===== src/rtl/spi_requester_arbiter_pkg.sv =====
// spi_arb_pkg: shared types for the SPI requester arbiter.
//   spi_xfer_cfg_t  - per-transfer controller configuration
//   arb_state_e     - arbiter FSM states
//   Bit_Index_Width - width of the transfer bit-count field
package spi_arb_pkg;

  function automatic int unsigned bit_index_width(input int unsigned width);
    return $clog2(width) + 1;
  endfunction

  // Data/mask width carried in the configuration struct; the arbiter's
  // Max_Bit_Width parameter is expected to match it.
  localparam int unsigned Cfg_Bit_Width   = 32;
  localparam int unsigned Bit_Index_Width = bit_index_width(Cfg_Bit_Width);
  localparam int unsigned Divisor_Width   = 8;

  typedef enum logic [1:0] {
    IDLE   = 2'd0,
    START  = 2'd1,
    ACTIVE = 2'd2,
    RESP   = 2'd3
  } arb_state_e;

  typedef struct packed {
    logic [Divisor_Width-1:0]   divisor;
    logic                       cpol;
    logic                       cpha;
    logic                       start_pol;
    logic [Bit_Index_Width-1:0] width;
    logic [Cfg_Bit_Width-1:0]   copi_data;
    logic [Cfg_Bit_Width-1:0]   copi_mask;
    logic [Cfg_Bit_Width-1:0]   cipo_mask;
  } spi_xfer_cfg_t;

endpackage


===== src/rtl/spi_rr_arbiter.sv =====
// spi_rr_arbiter: combinational rotate-priority grant.
//   req         - request vector
//   last_idx    - index granted last; search starts one above it and wraps
//   grant_c     - one-hot grant
//   grant_idx_c - index of the granted requester
//   grant_any_c - some requester was granted
module spi_rr_arbiter #(
  parameter int unsigned Requester_Count = 4,
  parameter int unsigned Idx_Width       = $clog2(Requester_Count)
) (
  input  logic [Requester_Count-1:0] req,
  input  logic [Idx_Width-1:0]       last_idx,
  output logic [Requester_Count-1:0] grant_c,
  output logic [Idx_Width-1:0]       grant_idx_c,
  output logic                       grant_any_c
);

  // First requester found walking upward from last_idx+1, modulo the count.
  always_comb begin : p_grant
    int unsigned cand;
    logic [Idx_Width-1:0] cand_idx;
    cand        = '0;
    cand_idx    = '0;
    grant_c     = '0;
    grant_idx_c = '0;
    grant_any_c = 1'b0;
    for (int unsigned k = 1; k <= Requester_Count; k++) begin
      cand     = (32'(last_idx) + k) % Requester_Count;
      cand_idx = Idx_Width'(cand);
      if (!grant_any_c && req[cand_idx]) begin
        grant_any_c           = 1'b1;
        grant_idx_c           = cand_idx;
        grant_c[cand_idx]     = 1'b1;
      end
    end
  end

endmodule


===== src/rtl/spi_requester_arbiter.sv =====
// spi_requester_arbiter: shares one SPI controller among Requester_Count
// requesters with round-robin grant and a four-state transfer FSM.
// Optional feature: define SPI_ARB_LOCK_EN to add req_lock, which keeps the
// bus with the current owner across transfers and drives spi_cs_override.
// Ports:
//   clk, async_rst (async, active-high), clk_en (global advance enable)
//   req_valid/req_cfg[/req_lock]        - requester side inputs
//   req_ack/req_nak/rsp_valid           - one-hot, one-cycle pulses to owner
//   rsp_cipo_data                       - captured read data, valid with rsp_valid
//   spi_start_req/spi_cfg/spi_end_ack/spi_cs_override - to controller
//   spi_start_ack/spi_start_nak/spi_end_req/spi_cipo_data - from controller
module spi_requester_arbiter
  import spi_arb_pkg::*;
#(
  parameter int unsigned Requester_Count = 4,
  parameter int unsigned Max_Bit_Width   = 32
) (
  input  logic                                       clk,
  input  logic                                       async_rst,
  input  logic                                       clk_en,
  input  logic          [Requester_Count-1:0]        req_valid,
  input  spi_xfer_cfg_t [Requester_Count-1:0]        req_cfg,
`ifdef SPI_ARB_LOCK_EN
  input  logic          [Requester_Count-1:0]        req_lock,
`endif
  output logic          [Requester_Count-1:0]        req_ack,
  output logic          [Requester_Count-1:0]        req_nak,
  output logic          [Requester_Count-1:0]        rsp_valid,
  output logic          [Max_Bit_Width-1:0]          rsp_cipo_data,
  output logic                                       spi_start_req,
  output spi_xfer_cfg_t                              spi_cfg,
  input  logic                                       spi_start_ack,
  input  logic                                       spi_start_nak,
  input  logic                                       spi_end_req,
  input  logic          [Max_Bit_Width-1:0]          spi_cipo_data,
  output logic                                       spi_end_ack,
  output logic                                       spi_cs_override
);

  localparam int unsigned Idx_Width = $clog2(Requester_Count);

  arb_state_e                 state_q, state_d;
  logic [Requester_Count-1:0] owner_oh_q, owner_oh_d;
  logic [Idx_Width-1:0]       last_q, last_d;
  spi_xfer_cfg_t              cfg_d;
  logic [Max_Bit_Width-1:0]   cipo_d;
  logic [Requester_Count-1:0] req_ack_d, req_nak_d, rsp_valid_d;
  logic                       start_req_d, end_ack_d, cs_override_d;
  logic [Requester_Count-1:0] arb_req_c;
  logic [Requester_Count-1:0] grant_c;
  logic [Idx_Width-1:0]       grant_idx_c;
  logic                       grant_any_c;
`ifdef SPI_ARB_LOCK_EN
  logic                       lock_hold_q, lock_hold_d;
`endif

  // Arbiter request: a held lock narrows the choice to the previous owner.
  always_comb begin
    arb_req_c = req_valid;
`ifdef SPI_ARB_LOCK_EN
    if (lock_hold_q && |(req_valid & owner_oh_q)) begin
      arb_req_c = owner_oh_q;
    end
`endif
  end

  spi_rr_arbiter #(
    .Requester_Count (Requester_Count),
    .Idx_Width       (Idx_Width)
  ) u_rr (
    .req         (arb_req_c),
    .last_idx    (last_q),
    .grant_c     (grant_c),
    .grant_idx_c (grant_idx_c),
    .grant_any_c (grant_any_c)
  );

  // Next state and next registered outputs.
  always_comb begin
    state_d       = state_q;
    owner_oh_d    = owner_oh_q;
    last_d        = last_q;
    cfg_d         = spi_cfg;
    cipo_d        = rsp_cipo_data;
    req_ack_d     = '0;
    req_nak_d     = '0;
    rsp_valid_d   = '0;
    start_req_d   = 1'b0;
    end_ack_d     = 1'b0;
    cs_override_d = spi_cs_override;
`ifdef SPI_ARB_LOCK_EN
    lock_hold_d   = lock_hold_q;
`endif
    case (state_q)
      IDLE: begin
        if (grant_any_c) begin
          owner_oh_d  = grant_c;
          last_d      = grant_idx_c;
          cfg_d       = req_cfg[grant_idx_c];
          start_req_d = 1'b1;
          state_d     = START;
`ifdef SPI_ARB_LOCK_EN
          if (|(req_lock & grant_c)) begin
            cs_override_d = 1'b1;
          end
`endif
        end
      end
      START: begin
        // Simultaneous ack and nak resolve as nak.
        if (spi_start_nak) begin
          req_nak_d = owner_oh_q;
          state_d   = IDLE;
        end else if (spi_start_ack) begin
          req_ack_d = owner_oh_q;
          state_d   = ACTIVE;
        end else begin
          start_req_d = 1'b1;
        end
      end
      ACTIVE: begin
        if (spi_end_req) begin
          cipo_d      = spi_cipo_data;
          end_ack_d   = 1'b1;
          rsp_valid_d = owner_oh_q;
          state_d     = RESP;
        end
      end
      RESP: begin
        state_d = IDLE;
`ifdef SPI_ARB_LOCK_EN
        lock_hold_d = |(req_lock & owner_oh_q);
        if (!(|(req_lock & owner_oh_q))) begin
          cs_override_d = 1'b0;
        end
`endif
      end
      default: state_d = IDLE;
    endcase
  end

  // State and output registers; everything holds while clk_en is low.
  always_ff @(posedge clk or posedge async_rst) begin
    if (async_rst) begin
      state_q         <= IDLE;
      owner_oh_q      <= '0;
      last_q          <= Idx_Width'(Requester_Count - 1);
      spi_cfg         <= '0;
      rsp_cipo_data   <= '0;
      req_ack         <= '0;
      req_nak         <= '0;
      rsp_valid       <= '0;
      spi_start_req   <= 1'b0;
      spi_end_ack     <= 1'b0;
      spi_cs_override <= 1'b0;
`ifdef SPI_ARB_LOCK_EN
      lock_hold_q     <= 1'b0;
`endif
    end else if (clk_en) begin
      state_q         <= state_d;
      owner_oh_q      <= owner_oh_d;
      last_q          <= last_d;
      spi_cfg         <= cfg_d;
      rsp_cipo_data   <= cipo_d;
      req_ack         <= req_ack_d;
      req_nak         <= req_nak_d;
      rsp_valid       <= rsp_valid_d;
      spi_start_req   <= start_req_d;
      spi_end_ack     <= end_ack_d;
      spi_cs_override <= cs_override_d;
`ifdef SPI_ARB_LOCK_EN
      lock_hold_q     <= lock_hold_d;
`endif
    end
  end

endmodule


===== config.mk =====
export PLATFORM = sky130hd
export DESIGN_NAME = spi_requester_arbiter
export DESIGN_NICKNAME = d
export VERILOG_FILES = /design/src/rtl/spi_requester_arbiter_pkg.sv /design/src/rtl/spi_rr_arbiter.sv /design/src/rtl/spi_requester_arbiter.sv
export SDC_FILE = /design/constraint.sdc
export NUM_CORES = 1
export LEC_CHECK = 0
export ABC_AREA = 1
export ABC_CLOCK_PERIOD_IN_PS = 6100
export CORE_AREA = 2 2 255 257
export DETAILED_ROUTE_END_ITERATION = 12
export DIE_AREA = 0 0 257 259
export PLACE_DENSITY = 0.48
export SKIP_LAST_GASP = 1
export SLEW_MARGIN = 10
export SYNTH_ARGS = -nofsm -noshare
export SYNTH_HDL_FRONTEND = slang
export SYNTH_HIERARCHICAL = 1
export SYNTH_SLANG_ARGS = --single-unit

===== constraint.sdc =====
create_clock -name clk -period 6.1 [get_ports clk]
set_clock_uncertainty 0.05 [all_clocks]
set_input_delay 0.61 -clock clk [delete_from_list [all_inputs] [get_ports clk]]
set_output_delay 0.61 -clock clk [all_outputs]
set_load 0.03 [all_outputs]

* Yosys cells after proc, flatten, opt, wreduce, memory -nomap -nowiden
Index checks and enable logic that the tools add are counted.
** Word-level totals
- Output and inout port bits :: 160
- Register bits after elaboration :: 167
- Input bits :: 494
** Operators by class
- Bitwise operators :: 3
- Add/sub/neg operators :: 4
- Eq/ne operators :: 6
- Muxes and demuxes :: 48
- Reductions and logical operators :: 14
- Magnitude comparators :: 9
** Operators by type and width (count)
- $bmux 113 s2 :: 1
- $mux 113 :: 1
- $mux 4 :: 11
- $mux 1 :: 17
- $mux 2 :: 8
- $lt 2x3->1 const B :: 5
- $or 4x4->4 :: 3
- $bmux 1 s2 :: 4
- $demux 1 s2 :: 4
- $ge 2x1->1 const B :: 4
- $pmux 2 s4 :: 1
- $logic_and 1x1->1 :: 7
- $reduce_and 3->1 :: 2
- $add 2x1->2 const B :: 2
- $add 2x2->2 const B :: 2
- $eq 2x2->1 const B :: 2
- $ne 2x2->1 const B :: 2
- $reduce_and 4->1 :: 1
- $logic_not 1->1 :: 3
- $ne 3x3->1 const B :: 1
- $eq 2x1->1 const B :: 1
- $logic_not 2->1 :: 1
- $pmux 1 s2 :: 1

* Depth between registers and ports, before layout
Gate-level depths: netlist of the first run.
- Depth after elaboration :: 15
- Mapped depth :: 17
- Gate-level depth less buffers :: 15

* Hierarchy
Netlist of the first run, hierarchy kept.
** By module, submodules not included
- spi_requester_arbiter :: cells each 1468, area each 9761.9 µm², times used 1
- spi_rr_arbiter :: cells each 74, area each 457.9 µm², times used 1

* Worst setup path before layout of the first run
OpenSTA, ideal clock, no wires.
- Kind :: flip-flop to flip-flop
- Start point :: reg last_q[0]
- End point :: reg spi_cfg[26] (netlist bit)
- Period minus slack after synthesis :: 2.586 ns
- Slack :: 3.514 ns
- Stages on the path, launching flop included :: 17
- Data required time :: 5.933 ns
- Arrival time :: 2.420 ns
- Path through :: dfstp_2 inv_2 ha_1 inv_1 nand2_2 nand2_2 nor2_2 nor2_1 a21oi_2 inv_1 buf_2 buf_2 buf_2 o21ai_0 o21ai_0 nand2_1 nand2_1
** On the way
- Word-level cells in the longest chain between the ends :: 15
- Elaborated cells between the ends (all ways) :: 29
** RTL lines
- from (decl) :: RTL line spi_requester_arbiter.sv:44 : logic [Idx_Width-1:0] last_q, last_d;
- from (signal assigned) :: RTL line spi_requester_arbiter.sv:147 : last_q <= Idx_Width'(Requester_Count - 1);
- from (signal assigned) :: RTL line spi_requester_arbiter.sv:162 : last_q <= last_d;
- $add 2x1->2 :: RTL line spi_rr_arbiter.sv:28 : cand = (32'(last_idx) + k) % Requester_Count;
- $bmux 1 s2 :: RTL line spi_rr_arbiter.sv:30 : if (!grant_any_c && req[cand_idx]) begin
- $mux 1 (implied by the code) :: RTL line spi_rr_arbiter.sv:30
- $mux 1 :: RTL line spi_rr_arbiter.sv:30
- $logic_not 1->1 :: RTL line spi_rr_arbiter.sv:30
- $logic_and 1x1->1 :: RTL line spi_rr_arbiter.sv:30
- $mux 1 :: RTL line spi_rr_arbiter.sv:30
- $logic_not 1->1 :: RTL line spi_rr_arbiter.sv:30
- $logic_and 1x1->1 :: RTL line spi_rr_arbiter.sv:30
- $mux 1 :: RTL line spi_rr_arbiter.sv:30
- $logic_not 1->1 :: RTL line spi_rr_arbiter.sv:30
- $logic_and 1x1->1 :: RTL line spi_rr_arbiter.sv:30
- $mux 2 (*) :: RTL line spi_rr_arbiter.sv:30
- named net grant_idx_c[0] :: RTL line spi_requester_arbiter.sv:51 : logic [Idx_Width-1:0] grant_idx_c;
- $bmux 113 s2 (*) :: RTL line spi_requester_arbiter.sv:99 : cfg_d = req_cfg[grant_idx_c];
- $mux 113 (implied by the code) (*) :: RTL line spi_requester_arbiter.sv:99
- to (signal assigned) :: RTL line spi_requester_arbiter.sv:163 : spi_cfg <= cfg_d;
- to (decl) :: RTL line spi_requester_arbiter.sv:31 : output spi_xfer_cfg_t spi_cfg,
The timed path passes the listed nets; every way through them passes the cells marked *. The select of a mux whose other input is x is not followed.
A chain may end at the register's enable or synchronous reset.

* Worst setup path in the final report of the first run
- Start point :: reg last_q[1]
- End point :: reg spi_cfg[46] (netlist bit)
Same word-level chain as after synthesis.

==> impl_metrics.yaml, run 1 <==
route:
  route.detailed.wl_per_inst_um: 17.5
  route.vias.total: 12400
  drtAntennaViolNets: 0
  drt-total-wl_um: 52300
  detailedRoute.firstPassIterationCount: 5
  drc_errors: 0
  drt_iter0_markers: 742
  avgViaCountPerCell: 4.15
global_routing:
  global_route_wire_length_before_repair_um: 77700
  grt.total_usage_pct: 15.4
  via_count_of_the_first_global_routing_pass: 12400
  antenna_violations_before_repair: 1
  grt_max_degree: 169
  grt_overflow: 0
job:
  maxCapViolations: 0
die:
  die-height_um: 259
  ioPinCount: 654
  die_area_mm2: 0.0666
  fp-row-count: 93
  floorplan.initialDensity_pct: 16.0
  core_area_mm2: 0.0639
  die_w_um: 257
layout:
  final_layout_size_suffix_gt1_share_pct: 3.05
  final_cell_mix: "652 x sky130_fd_sc_hd__clkdlybuf4s50_1, 533 x sky130_fd_sc_hd__nand2_1, 288 x sky130_fd_sc_hd__nor2_1"
  areaGrowthSynthToFinish_pct: 76.4
  post-route-cell-area_mm2: 0.0180
  fin_nets: 2619
  mostFrequentLayoutCell: "sky130_fd_sc_hd__clkdlybuf4s50_1"
  final-instance-count-excl-fill: 2985
clock_network:
  clock_tree.buffer_depth: 2
  numCtsBuffers: 17
  h_tree_levels: 4
  cts.sink_count: 167
  tritoncts_clock_tree: "done"
  postCtsResizedCells: 0
  root_buffer: "sky130_fd_sc_hd__clkbuf_16"
  cts-hold-fix-buffers: 0
  post_cts.repair.setup_buffers: 0
  clk-insertion-delay-late_ns: 0.48
  clk_pin_slew_ns: 0.07
sta:
  final_min_period_over_clock_period_pct: 66.1
  grt_setup_unrepaired: "false"
  timing_max_transition_violations_final: 0
  report.final.hold_viol_count: 0
  max_freq_ghz: 0.248
  maxSlewHeadroom_pct: 35.3
  final.min_clock_period_ns: 4.03
  tightest_slew_ns: 0.970
  setup_viol: 0
  fin_setup_tns_ns: 0
worst_setup_path:
  setup.worst_path.class: "flip-flop to flip-flop"
  crit_path_end_kind: "flip-flop"
  cp.arrival_ns: 4.39
  r2r.worst_path.cells: 14
  critical_path.startpoint_type: "flip-flop"
  crit_path_max_incr_delay_ns: 0.71
  critical_path.cell_chain: "inv_1 > ha_1 > inv_1 > nand2_2 > nand2_2 > inv_2 > nand3_1 > nand3_1 > inv_4 > buf_4 > o21ai_0 > o21ai_0 > nand2_1 > nand2_1"
  critical_path.slowest_cell: "sky130_fd_sc_hd__inv_4"
  crit_path_max_fanout: 86
  worst_ep_required_time_ns: 6.46
yosys:
  largest_area_contributor_in_the_synthesized_netlist: "sky130_fd_sc_hd__dfrtp_1"
  synth.distinct_cells: 31
  synth.top_cell.area_share_pct: 40.4
  synthesis.instances: 1542
  postSynthRegisterBits: 167
  yosysWarningCount: 6
  sequential_element_share_of_the_synthesized_area_pct: 40.9
  synth.net_count: 2044
  synthTopCellsByArea: "sky130_fd_sc_hd__dfrtp_1 40%, sky130_fd_sc_hd__nand2_1 20%, sky130_fd_sc_hd__nor2_1 11%"
  syn-mean-instance-area_um2: 6.63
  synth_area_mm2: 0.0102
place:
  io_buffer_count: 652
  gpl.final_weighted_congestion: 0.896
  dp_hpwl_um: 39500
  dpl_cell_area_mm2: 0.0175
  place.detailed.instances: 2953
power_and_ir_drop:
  vdd.ir_drop.worst_mv: 0.837
  p_per_area_mw_per_mm2: 577
  power.leakage_uw: 0.00787
worst_hold_path:
  class_of_the_worst_hold_path: "flip-flop to flip-flop"
  worstHoldPathCells: 2
outcome:
  outcome: "finished, final reports clean"
kinds of logic (layout without fill, tap and decap cells):
| kind of cell | count (synthesis) | count (layout) | share of synthesized area (%) |
|---|---|---|---|
| AND/OR/NAND/NOR | 923 | 923 | 35.8 |
| flip-flops | 167 | 167 | 40.9 |
| buffers and inverters | 163 | 750 | 6.95 |
| adder cells (fa/ha/maj) | 8 | 8 | 0.979 |
| other | 1 | 2 | 0.0367 |
| AO/OA/AOI/OAI | 280 | 280 | 15.3 |
worst max-delay path: cells and delay by family, from the launching register on:
family                   cells  cell delay [ns]
flip-flops                   1             0.65
adder cells (fa/ha/maj)      1             0.36
AO/OA/AOI/OAI                2             0.46
buffers and inverters        5             1.56
AND/OR/NAND/NOR              6             0.74
synthesized netlist by cell type (all sizes together):
library cell    n
and2            1
nand4           7
nand3          82
nor2          293
o211ai         58
conb            1
nand2         539
a31oi           1
inv            55
a21boi          4
nor3            1
clkbuf         37
o21ai         210
dfrtp         165
a21oi           7
buf            71
ha              8
dfstp           2
sequential cells by signal, summed over array words and instances, names as in the netlist, named ones only:
signal,flops
spi_cfg,113
rsp_cipo_data,32
owner_oh_q,4
req_ack,4
req_nak,4
rsp_valid,4
last_q,2
spi_end_ack,1
spi_start_req,1
state_q,1
path summary, 6_finish.rpt:
kind	slack [ns]	to	from
min	0.43	spi_cfg[20]	spi_cfg[20]
min in group asynchronous	0.54	spi_cfg[31]	async_rst
max	2.07	spi_cfg[46]	last_q[1]
max in group asynchronous	4.30	spi_cfg[12]	async_rst
max reg2reg	2.07	spi_cfg[46]	last_q[1]
min reg2reg	0.43	spi_cfg[20]	spi_cfg[20]
report_power, final:
group	switching, uW	leakage, uW	total (uW)	internal [uW]
Sequential	305	0.00211	1910	1600
Combinational	4910	0.00548	7390	2480
Clock	543	0.000276	1100	557
Total	5760	0.00787	10400	4630
through the flow:
stage                     hold slack (ns)  util [%]  total power, uW  setup WS [ns]
after global routing                0.458      28.2            11400           1.72
final                               0.426      28.2            10400           2.07
after floorplan                     0.419         -             6660          0.925
after global placement              0.412      27.3             9400           1.76
after CTS                           0.433      28.2            10600           2.00
after detailed placement            0.415      27.3             9420           1.75
layout make-up:
| class | instances | area, um2 |
|---|---|---|
| Multi-Input combinational cell | 1212 | 5340 |
| Timing Repair Buffer | 664 | 6650 |
| Fill cell | 6928 | 45900 |
| Antenna cell | 1 | 2.50 |
| Clock buffer | 20 | 457 |
| Inverter | 55 | 226 |
| Tap cell | 855 | 1070 |
| Sequential cell | 167 | 4180 |
| Clock inverter | 11 | 105 |
layer usage:
metal	up-vias	global-route usage, %	share of wire (%)
met2	404	26.4	50
met5	-	0	0
li1	6088	-	-
met4	0	4.20	1.7
met3	42	3.90	5.4
met1	5852	19.1	43
No activity file was read; power rests on OpenSTA's default activity.
==> run 2, diff against run 1 <==
ABC_CLOCK_PERIOD_IN_PS = 3450   (was 6100)
CORE_AREA = 2 2 258 260   (was 2 2 255 257)
DIE_AREA = 0 0 260 262   (was 0 0 257 259)
clock period = 3.45 ns   (was 6.1 ns; I/O delays follow)
==> impl_metrics.yaml, run 2 (synthesis gave the netlist of run 1 again) <==
outcome:
  outcome: "finished, final reports clean"
global_routing:
  global_route_wire_length_before_repair_um: 79400
  grt_max_degree: 73
  grt.total_usage_pct: 15.7
  via_count_of_the_first_global_routing_pass: 12600
  grt_overflow: 0
  antenna_violations_before_repair: 6
power_and_ir_drop:
  p_per_area_mw_per_mm2: 1050
  power.leakage_uw: 0.00809
  vdd.ir_drop.worst_mv: 0.676
clock_network:
  cts.sink_count: 167
  clk-insertion-delay-late_ns: 0.48
  tritoncts_clock_tree: "done"
  clock_tree.buffer_depth: 2
  root_buffer: "sky130_fd_sc_hd__clkbuf_16"
  postCtsResizedCells: 0
  numCtsBuffers: 17
  cts-hold-fix-buffers: 0
  post_cts.repair.setup_buffers: 0
  h_tree_levels: 4
  clk_pin_slew_ns: 0.08
layout:
  fin_nets: 2649
  final_cell_mix: "652 x sky130_fd_sc_hd__clkdlybuf4s50_1, 533 x sky130_fd_sc_hd__nand2_1, 288 x sky130_fd_sc_hd__nor2_1"
  mostFrequentLayoutCell: "sky130_fd_sc_hd__clkdlybuf4s50_1"
  largest_registers: "spi_cfg (113), rsp_cipo_data (32)"
  final_layout_size_suffix_gt1_share_pct: 4.49
  registers.top_by_ff_count: "spi_cfg"
  areaGrowthSynthToFinish_pct: 80.8
  post_layout_util_pct: 28.3
  fill_cells: 7132
  number_of_flip_flops_under_the_largest_register_name: 113
  final-instance-count-excl-fill: 3027
sta:
  final.hold.worst_slack_ns: 0.363
  maxSlewHeadroom_pct: 35.4
  setup_viol: 0
  final_min_period_over_clock_period_pct: 93.0
  timing_max_transition_violations_final: 0
  tightest_slew_ns: 0.967
  max_freq_ghz: 0.312
  grt_setup_unrepaired: "true"
  final.min_clock_period_ns: 3.21
  report.final.hold_viol_count: 0
route:
  route.detailed.wl_per_inst_um: 18.3
  drt-total-wl_um: 55300
  avgViaCountPerCell: 4.14
  drt_iter0_markers: 877
  detailedRoute.firstPassIterationCount: 6
  route.vias.total: 12500
  drc_errors: 0
  drtAntennaViolNets: 0
die:
  die_area_mm2: 0.0681
  core_area_mm2: 0.0653
  ioPinCount: 654
  die_w_um: 260
  die-height_um: 262
  fp-row-count: 94
  floorplan.initialDensity_pct: 15.7
worst_hold_path:
  class_of_the_worst_hold_path: "input port to asynchronous set/reset pin"
worst_setup_path:
  worst_ep_required_time_ns: 3.82
  setup.worst_path.class: "flip-flop to flip-flop"
  critical_path.startpoint_type: "flip-flop"
  cp.arrival_ns: 3.58
  path_buf_inv: 6
  crit_path_max_fanout: 53
  crit_path_end_kind: "flip-flop"
  worst_path_most_repeated_cell: "sky130_fd_sc_hd__nand2_1"
  critical_path.slowest_cell: "sky130_fd_sc_hd__dfstp_2"
  critical_path.cell_chain: "inv_1 > ha_1 > inv_1 > nand2_2 > nand2_2 > inv_2 > nand2_1 > nor2_1 > a21oi_4 > inv_6 > buf_12 > buf_4 > nand2_1 > nand2_1 > nand2_1 > nand3_1"
  crit_path_max_incr_delay_ns: 0.63
  path_delay_family: "buffers and inverters"
place:
  io_buffer_count: 652
  dp_hpwl_um: 42700
  gpl.final_weighted_congestion: 0.925
  place.detailed.instances: 2991
job:
  maxCapViolations: 0
run 2: cell types whose count changed in the layout (fill, tap and decap cells not counted), sizes merged:
cell,before,now
buf,12,41
clkbuf,20,18
clkinv,2,4
diode,1,3
bufinv,0,1
inv,63,64
run 2: where the power goes:
group	switching [uW]	leakage (uW)	internal (uW)
Combinational	9000	0.00568	5020
Sequential	530	0.00211	2830
Clock	1020	0.000300	1040
run 2: metrics by stage:
stage                     power (uW)  TNS [ns]  setup slack [ns]  instance area, um2
after floorplan                11800         0             0.864               10200
after global placement         17300         0             0.284               17800
after detailed placement       17400         0             0.217               17800
after CTS                      19600         0             0.186               18400
after global routing           21200    -0.115           -0.0523               18500
final                          19400         0             0.240               18500
run 2: worst register-to-register path, stage by stage, from the launching register on:
cell                      delay (ns)
sky130_fd_sc_hd__dfstp_2        0.63
sky130_fd_sc_hd__inv_1          0.16
sky130_fd_sc_hd__ha_1           0.37
sky130_fd_sc_hd__inv_1          0.09
sky130_fd_sc_hd__nand2_2        0.12
sky130_fd_sc_hd__nand2_2        0.08
sky130_fd_sc_hd__inv_2          0.10
sky130_fd_sc_hd__nand2_1        0.06
sky130_fd_sc_hd__nor2_1         0.19
sky130_fd_sc_hd__a21oi_4        0.09
sky130_fd_sc_hd__inv_6          0.26
sky130_fd_sc_hd__buf_12         0.29
sky130_fd_sc_hd__buf_4          0.34
sky130_fd_sc_hd__nand2_1        0.09
sky130_fd_sc_hd__nand2_1        0.07
sky130_fd_sc_hd__nand2_1        0.09
sky130_fd_sc_hd__nand3_1        0.09
run 2: final cells by class:
cell class | instances | area [um2] | share of cell area (%)
diodes | 3 | 7.51 | 0.0406
inverters | 55 | 223 | 1.21
flip-flops and latches | 167 | 4180 | 22.6
repair buffers | 694 | 7050 | 38.1
multi-input cells | 1212 | 5340 | 28.9
clock inverters | 15 | 179 | 0.968
clock buffers | 17 | 425 | 2.30
well taps | 864 | 1080 | 5.85
run 2: path summary, 6_finish.rpt:
kind	startpoint	to	slack, ns	cells past startpoint
setup / recovery	last_q[1]	spi_cfg[42]	0.24	16
hold / removal	async_rst	rsp_cipo_data[17]	0.36	2
setup reg to reg	last_q[1]	spi_cfg[42]	0.24	16
hold reg to reg	spi_cfg[32]	spi_cfg[32]	0.43	2
max in group asynchronous	async_rst	last_q[1]	2.21	3
min in group clk	spi_cipo_data[31]	rsp_cipo_data[31]	0.37	3
run 2: per-layer routing:
metal | up-vias | track usage [%] | part of all wire (%)
met2 | 457 | 26.1 | 49
met5 | - | 0 | 0.022
met4 | 2 | 6.24 | 2.8
met1 | 5844 | 19.3 | 41
met3 | 77 | 3.95 | 6.5
li1 | 6149 | - | -
==> run 3, diff against run 2 <==
CTS_CLUSTER_DIAMETER = 200   (was unset)
==> results of run 3 <==
Same layout as run 2: the final DEF is identical, and so are final timing and power.
